--- config.mk ---
export PLATFORM = sky130hd
export DESIGN_NAME = flag_branch_unit
export DESIGN_NICKNAME = d
export VERILOG_FILES = /design/src/rtl/flag_branch_unit.sv
export SDC_FILE = /design/constraint.sdc
export NUM_CORES = 1
export LEC_CHECK = 0
export CAP_MARGIN = 20
export CORE_ASPECT_RATIO = 1.25
export CORE_MARGIN = 8
export CORE_UTILIZATION = 45
export DETAILED_ROUTE_END_ITERATION = 10
export PLACE_DENSITY_LB_ADDON = 0.12
export SYNTH_ARGS = -nofsm -noshare
export SYNTH_HDL_FRONTEND = slang
export SYNTH_SLANG_ARGS = --single-unit
export TNS_END_PERCENT = 50
--- constraint.sdc ---
create_clock -name CLK -period 2.4 [get_ports CLK]
set_clock_uncertainty 0.1 [all_clocks]
set_input_delay 0.36 -clock CLK [delete_from_list [all_inputs] [get_ports CLK]]
set_output_delay 0.36 -clock CLK [all_outputs]
set_load 0.02 [all_outputs]
--- src/rtl/flag_branch_unit.sv ---
// Branch resolution unit: owns the PC and a small return-address stack, resolves
// flag-conditional jumps, CALL and RET, and inserts a one-cycle flush bubble after every taken transfer.
module flag_branch_unit #(
    parameter int unsigned     ADDR_W      = 8,
    parameter int unsigned     STACK_DEPTH = 4,
    parameter logic [ADDR_W-1:0] RESET_VEC = '0
) (
    input  logic              CLK,
    input  logic              RST,
    input  logic              EN,
    input  logic              BR_VALID,
    input  logic [2:0]        OP,
    input  logic [ADDR_W-1:0] TARGET,
    input  logic              FLAG_C,
    input  logic              FLAG_Z,
    input  logic              FLAG_B,
    output logic [ADDR_W-1:0] PC,
    output logic              TAKEN,
    output logic              FLUSH,
    output logic              BUSY,
    output logic              STACK_ERR
);

    localparam int unsigned SP_W = $clog2(STACK_DEPTH + 1);

    localparam logic [1:0] StRun    = 2'd0;
    localparam logic [1:0] StBubble = 2'd1;
    localparam logic [1:0] StErr    = 2'd2;

    localparam logic [2:0] OpNop  = 3'b000;
    localparam logic [2:0] OpJmp  = 3'b001;
    localparam logic [2:0] OpJc   = 3'b010;
    localparam logic [2:0] OpJz   = 3'b011;
    localparam logic [2:0] OpJb   = 3'b100;
    localparam logic [2:0] OpJnz  = 3'b101;
    localparam logic [2:0] OpCall = 3'b110;
    localparam logic [2:0] OpRet  = 3'b111;

    logic [1:0]        state_q, state_d;
    logic [ADDR_W-1:0] pc_q, pc_d;
    logic [SP_W-1:0]   sp_q, sp_d;
    logic              taken_q, taken_d;
    logic              flush_q, flush_d;
    logic              busy_q, busy_d;
    logic              stack_err_q, stack_err_d;
    logic [ADDR_W-1:0] stack_q [STACK_DEPTH];

    logic [ADDR_W-1:0] pc_inc;
    logic [ADDR_W-1:0] pop_addr;
    logic [ADDR_W-1:0] dest;
    logic              take;
    logic              fault;
    logic              push;
    logic              stack_full;
    logic              stack_empty;

    assign pc_inc      = pc_q + ADDR_W'(1);
    assign stack_full  = (sp_q == SP_W'(STACK_DEPTH));
    assign stack_empty = (sp_q == '0);

    // Top-of-stack read; the fallback value only matters when the stack is empty.
    always_comb begin
        pop_addr = pc_q;
        for (int i = 0; i < STACK_DEPTH; i++) begin
            if (sp_q == SP_W'(i + 1)) begin
                pop_addr = stack_q[i];
            end
        end
    end

    always_comb begin
        state_d     = state_q;
        pc_d        = pc_q;
        sp_d        = sp_q;
        taken_d     = taken_q;
        flush_d     = flush_q;
        busy_d      = busy_q;
        stack_err_d = stack_err_q;
        take        = 1'b0;
        fault       = 1'b0;
        push        = 1'b0;
        dest        = TARGET;

        if (EN) begin
            case (state_q)
                StRun: begin
                    if (BR_VALID) begin
                        case (OP)
                            OpNop: take = 1'b0;
                            OpJmp: take = 1'b1;
                            OpJc:  take = FLAG_C;
                            OpJz:  take = FLAG_Z;
                            OpJb:  take = FLAG_B;
                            OpJnz: take = ~FLAG_Z;
                            OpCall: begin
                                if (stack_full) begin
                                    fault = 1'b1;
                                end else begin
                                    take = 1'b1;
                                    push = 1'b1;
                                    sp_d = sp_q + SP_W'(1);
                                end
                            end
                            OpRet: begin
                                if (stack_empty) begin
                                    fault = 1'b1;
                                end else begin
                                    take = 1'b1;
                                    dest = pop_addr;
                                    sp_d = sp_q - SP_W'(1);
                                end
                            end
                            default: take = 1'b0;
                        endcase
                    end

                    if (fault) begin
                        stack_err_d = 1'b1;
                        busy_d      = 1'b1;
                        state_d     = StErr;
                    end else if (take) begin
                        pc_d    = dest;
                        taken_d = 1'b1;
                        flush_d = 1'b1;
                        busy_d  = 1'b1;
                        state_d = StBubble;
                    end else begin
                        pc_d    = pc_inc;
                        taken_d = 1'b0;
                        flush_d = 1'b0;
                        busy_d  = 1'b0;
                    end
                end
                StBubble: begin
                    taken_d = 1'b0;
                    flush_d = 1'b0;
                    busy_d  = 1'b0;
                    state_d = StRun;
                end
                StErr: begin
                    // Frozen until reset.
                    state_d = StErr;
                end
                default: state_d = StRun;
            endcase
        end
    end

    always_ff @(posedge CLK or negedge RST) begin
        if (!RST) begin
            state_q     <= StRun;
            pc_q        <= RESET_VEC;
            sp_q        <= '0;
            taken_q     <= 1'b0;
            flush_q     <= 1'b0;
            busy_q      <= 1'b0;
            stack_err_q <= 1'b0;
        end else begin
            state_q     <= state_d;
            pc_q        <= pc_d;
            sp_q        <= sp_d;
            taken_q     <= taken_d;
            flush_q     <= flush_d;
            busy_q      <= busy_d;
            stack_err_q <= stack_err_d;
        end
    end

    // Stack storage needs no reset; entries above SP are never read.
    always_ff @(posedge CLK) begin
        if (push) begin
            for (int i = 0; i < STACK_DEPTH; i++) begin
                if (sp_q == SP_W'(i)) begin
                    stack_q[i] <= pc_inc;
                end
            end
        end
    end

    assign PC        = pc_q;
    assign TAKEN     = taken_q;
    assign FLUSH     = flush_q;
    assign BUSY      = busy_q;
    assign STACK_ERR = stack_err_q;

endmodule

# Word-level counts from Yosys, hierarchy flattened
# Memories as Yosys holds them, arrays and structs flattened.
# Index checks and enable logic that the tools add are counted.
# classes
muxes	55
bitwise	2
addsub	3
n_reduce_logical	14
n_eq_ne	18
# ops
cell	n
$mux W8	11
$mux W1	31
$reduce_or A8 Y1	3
$eq A3 B3 Y1 const B	5
$eq A3 B2 Y1 const B	4
$mux W2	5
$add A8 B1 Y8 const B	1
$ne A8 B8 Y1 const B	1
$pmux W1 S8	1
$eq A3 B1 Y1 const B	2
$logic_not A3 Y1	2
$mux W3	2
$ne A2 B2 Y1 const B	3
$pmux W1 S2	3
$pmux W3 S2	1
$reduce_and A3 Y1	2
$reduce_and A6 Y1	1
$pmux W2 S2	1
$reduce_and A2 Y1	2
$reduce_and A4 Y1	1
$reduce_bool A2 Y1	2
$add A3 B1 Y3 const B	1
$ne A3 B2 Y1 const B	1
$sub A3 B1 Y3 const B	1
4 further kinds	5
# word_totals
mem_bits_rw	32
reg_bits	16
n_memories	1
# memory_table
memory	words	word_bits	rd	rd_ports_with_merged_regs	wr	line_no	rtl
stack_q	4	8	4	0	1	46	logic [ADDR_W-1:0] stack_q [STACK_DEPTH];

# Logic depth before layout (Yosys ltp)
# logic_depth
depth_word	12
ltp_mapped	9
ltp_nobuf	7

# Worst setup path before layout
# Ideal clock, no wire load.
# synth_timing
kind	reg-to-reg
start	reg sp_q[0]
end	mem stack_q[3][0], enable pin
arrival_ns	1.868
path_buffers	1
setup_slack_ns	0.037
stages_incl_launch_ff	6
period_less_slack_ns	2.363
cell_sequence	dfrtp_1 > inv_1 > ha_1 > and2_1 > buf_2 > nor4_1
# synth_between
elab_chain_cells	12
word_cells_on_any_way	31
# synth_rtl
element	line_no	rtl
start, declared	41	logic [SP_W-1:0] sp_q, sp_d;
start signal, assigned	161	sp_q <= sp_d;
$eq A3 B3 Y1	58	assign stack_full = (sp_q == SP_W'(STACK_DEPTH));
$mux W1	96	if (stack_full) begin
$mux W1	88	case (OP)
$mux W1	87	if (BR_VALID) begin
$mux W1	85	case (state_q)
$mux W1	84	if (EN) begin
$mux W1	171	if (push) begin
$mux W1 (implied by the code)	174	stack_q[i] <= pc_inc;
$reduce_or A8 Y1 (no source line)	--	
$mux W2 (no source line) or $mux W1 (tied branches) (3 in series)	--	
end, declared	46	
# Parallel ways exist; a longest one is shown, timed or not.

# Worst setup path in the final report
# layout_timing
start	reg sp_q[0]
end	reg pc_q[2], in the netlist PC[2]
# layout_between
elab_chain_cells	8
word_cells_on_any_way	27
# layout_rtl
element	line_no	rtl
$eq A3 B3 Y1, or another cell as far along	58, 65	
$mux W1, or another cell as far along	96	
$pmux W1 S8, or another cell as far along	88	
$mux W1 or $mux W8 (tied branches)	87, 65	
$mux W1 or $mux W8 (tied branches)	85, 105	
$mux W1 or $mux W8 (tied branches)	84, 88	
$ne A8 B8 Y1 (no source line), or another cell as far along	--	
$reduce_and A4 Y1 (no source line) or $mux W8 (tied branches)	--	
end signal, assigned	160	pc_q <= pc_d;
end, declared	40	logic [ADDR_W-1:0] pc_q, pc_d;
# Parallel ways exist; a longest one is shown, timed or not. The select of a mux whose other input is x is not followed.
# A chain may end at the register's enable or synchronous reset.

==> summary.txt <==
Status
  • Status: completed

Timing
  • Max Fclk: 447 MHz
  • Final Hold Viols: 0
  • Min cycle time layout: 2.23 ns
  • Max Slew Vio Count: 0
  • Fin crit share: 93.1%
  • Final worst setup slack: 0.165 ns
  • Setup TNS: 0 ns
  • Slew Limit Headroom: 64.0%
  • WHS: 0.267 ns
  • Slew @ Worst Pin: 0.538 ns
  • RSZ-0062 raised after global routing: no
  • Final Setup Violations: 0

Worst setup path
  • Crit Path Max Fanout: 8
  • Delay-heaviest family, CP: compound AO/OA/AOI/OAI gates
  • Crit end category: flip-flop
  • CP required: 2.47 ns
  • Crit start category: flip-flop
  • R2R Setup Slk: 0.17 ns
  • Slowest CP cell: dfrtp_1
  • Max incr delay on CP: 0.40 ns
  • CP cell instances: inv_1, ha_1, nor2b_1, buf_4, mux2_2, o21ai_0, o2bb2ai_1, a311oi_2
  • Arr. time, crit path: 2.30 ns
  • Worst Path Buf+Inv: 2
  • Crit path kind: flip-flop to flip-flop

Synth
  • Cells after synthesis: 216
  • Compound-Gate Fraction of Synth Area: 16.0%
  • Main synth FF type: edfxtp_1
  • Seq/Total Area, Yosys: 54.8%
  • Syn Nets: 241
  • Largest family of logic cells by synthesized area: compound AO/OA/AOI/OAI gates
  • Area share of and/or/nand/nor cells after synthesis: 13.8%
  • Warnings from Yosys: 0
  • Mapped Area: 2480 sq um
  • Xor/xnor share of the synthesized area: 3.48%
  • Syn_area_per_cell: 11.5 sq um
  • Library cells used by synthesis: 56
  • Post-synth EDFFs: 32
  • Post-synthesis mux area share: 3.43%
  • Flops & latches, synth: 48
  • Post-synthesis adder-cell area fraction: 3.53%
  • Async SR Flop Fraction: 33.3%

Finish
  • Non-Filler Instances: 328
  • Area growth syn-to-layout: 23.5%
  • Share of cells above drive strength 1: 17.8%
  • Fin util: 57.1%
  • Nets: 288
  • Ant. Diodes: 0
  • Design Area, Final: 3070 sq um

Die
  • Die Y: 99.1 microns
  • Site Rows: 30
  • Chip width: 82.5 microns
  • Die area: 8170 sq um
  • Core area: 5370 sq um
  • Boundary Pins: 30
  • Initial Utilization: 46.3%

Job
  • Maxcap violations: 0

GRT
  • Maximum number of pins on one net before global-route repair: 17
  • GRT Resource Usage Total: 15.3%
  • GR Overflow Total: 0
  • Initial antenna violation count: 0
  • First-pass GRT wire length: 9.45 mm
  • Vias in the first global route: 1850

Routing
  • DR WL/cell: 18.0 microns
  • Detailed Routing Iterations Pass 1: 4
  • First DRT Iteration DRCs: 86
  • Post-route DRC: 0
  • Overall routed net length: 5.90 mm
  • Via count: 1794
  • Final antenna-violating net count: 0
  • Average vias per placed instance: 5.47

Pwr
  • LEAKAGE: 1.15 nW
  • Power Dens Cells: 1010 nW/um^2
  • Final total power: 3.09 mW
  • Maximum vdd drop: 464 uV

Placement
  • Dpl cells: 320
  • Setup Slack @ Placement: -0.0297 ns
  • IO buf count: 29
  • DP Area: 2950 sq um
  • DPL Wire Length: 4.52 mm
  • Routability Congestion: 0.764

Clock network
  • Clock Tree Buf Depth: 2
  • Clock Latency Late Sink: 0.31 ns
  • H-tree depth: 2
  • TritonCTS clock tree: yes
  • Clock-pin slew on the worst setup and hold paths: 0.10 ns
  • Post-CTS setup buffers: 0
  • TritonCTS buffer count: 5
  • TritonCTS Sinks: 48
  • Root buf cell: clkbuf_8

Min path
  • Worst min path class: primary input to async pin
==> final cells by class <==
| cell class | count | area, sq um |
|---|---|---|
| Fill cell | 472 | 2300 |
| Inverter | 13 | 48.8 |
| Multi-Input combinational cell | 145 | 1000 |
| Timing Repair Buffer | 50 | 460 |
| Sequential cell | 48 | 1360 |
| Clock inverter | 3 | 46.3 |
| Tap cell | 64 | 80.1 |
| Clock buffer | 5 | 68.8 |
==> per-layer routing <==
layer / wire length, microns / GRT usage [%] / vias up
met2: 2970 / 24.7 / 53
met3: 298 / 3.83 / 6
met4: 74 / 5.01 / 0
li1: - / - / 884
met1: 2560 / 19.1 / 851
met5: 0 / 0 / -
==> report_power, final <==
group          total [mW]  internal, mW  switching [mW]
Clock               0.599         0.314           0.285
Combinational        1.27         0.543           0.726
Sequential           1.22          1.10           0.125
==> state kept, by name, summed over array words and instances, names as in the netlist <==
register   cells
PC             8
state_q        2
FLUSH          1
STACK_ERR      1
sp_q           3
stack_q       32
BUSY           1
==> placed cells by master (no fill, tap or decap), drive strengths merged, types with 5 or more instances in the layout <==
cell type / count
clkbuf: 5
nor2: 10
clkdlybuf4s50: 29
buf: 21
dfrtp: 16
edfxtp: 32
a21oi: 17
inv: 14
o21ai: 12
xnor2: 6
ha: 7
nand3: 11
nand2: 16
==> path summary, 6_finish.rpt <==
kind                            cells after the start             startpoint                     to
worst max-delay path                                8    sp_q[0]$_DFFE_PN0P_      PC[2]$_DFFE_PN0P_
worst min-delay path                                2                    RST      PC[0]$_DFFE_PN0P_
worst max register to register                      8    sp_q[0]$_DFFE_PN0P_      PC[2]$_DFFE_PN0P_
worst min register to register                      1  STACK_ERR$_DFFE_PN0P_  STACK_ERR$_DFFE_PN0P_
max in group asynchronous                           2                    RST    sp_q[2]$_DFFE_PN0P_
min in group CLK                                    1  STACK_ERR$_DFFE_PN0P_  STACK_ERR$_DFFE_PN0P_
==> Yosys cell counts, types with 3 or more instances <==
| cell type | count | share of area, % |
|---|---|---|
| buf_4 | 3 | 0.91 |
| xnor2_1 | 5 | 1.8 |
| nand2_1 | 15 | 2.3 |
| xor2_1 | 3 | 1.1 |
| nor2b_1 | 4 | 1.0 |
| and2_1 | 3 | 0.76 |
| a22oi_1 | 3 | 0.91 |
| o22ai_1 | 4 | 1.0 |
| inv_1 | 13 | 2.0 |
| o21ai_0 | 10 | 2.0 |
| nor2_1 | 9 | 1.4 |
| edfxtp_1 | 32 | 39 |
| o211ai_1 | 3 | 0.91 |
| nor3_1 | 4 | 0.81 |
| mux2_2 | 4 | 1.8 |
| buf_6 | 3 | 1.4 |
| mux2i_1 | 4 | 1.6 |
| a21oi_1 | 16 | 3.2 |
| dfrtp_1 | 16 | 16 |
| ha_1 | 7 | 3.5 |
| nand3_1 | 11 | 2.2 |
| o2bb2ai_1 | 3 | 1.1 |
==> kinds of logic (layout without fill, tap and decap cells) <==
logic type	after synthesis	count (layout)
buffers and inverters	23	71
XOR/XNOR	9	9
multiplexers	8	8
AND/OR/NAND/NOR	63	63
adder cells (fa/ha/maj)	7	7
flip-flops	48	48
AO/OA/AOI/OAI	58	58
==> repair_timing <==
action / CTS / global route
hold buffers: 0 / 0
setup endpoints to repair: 0 / 2
gates resized for setup: 0 / 2
(Power assumes the default switching activity.)
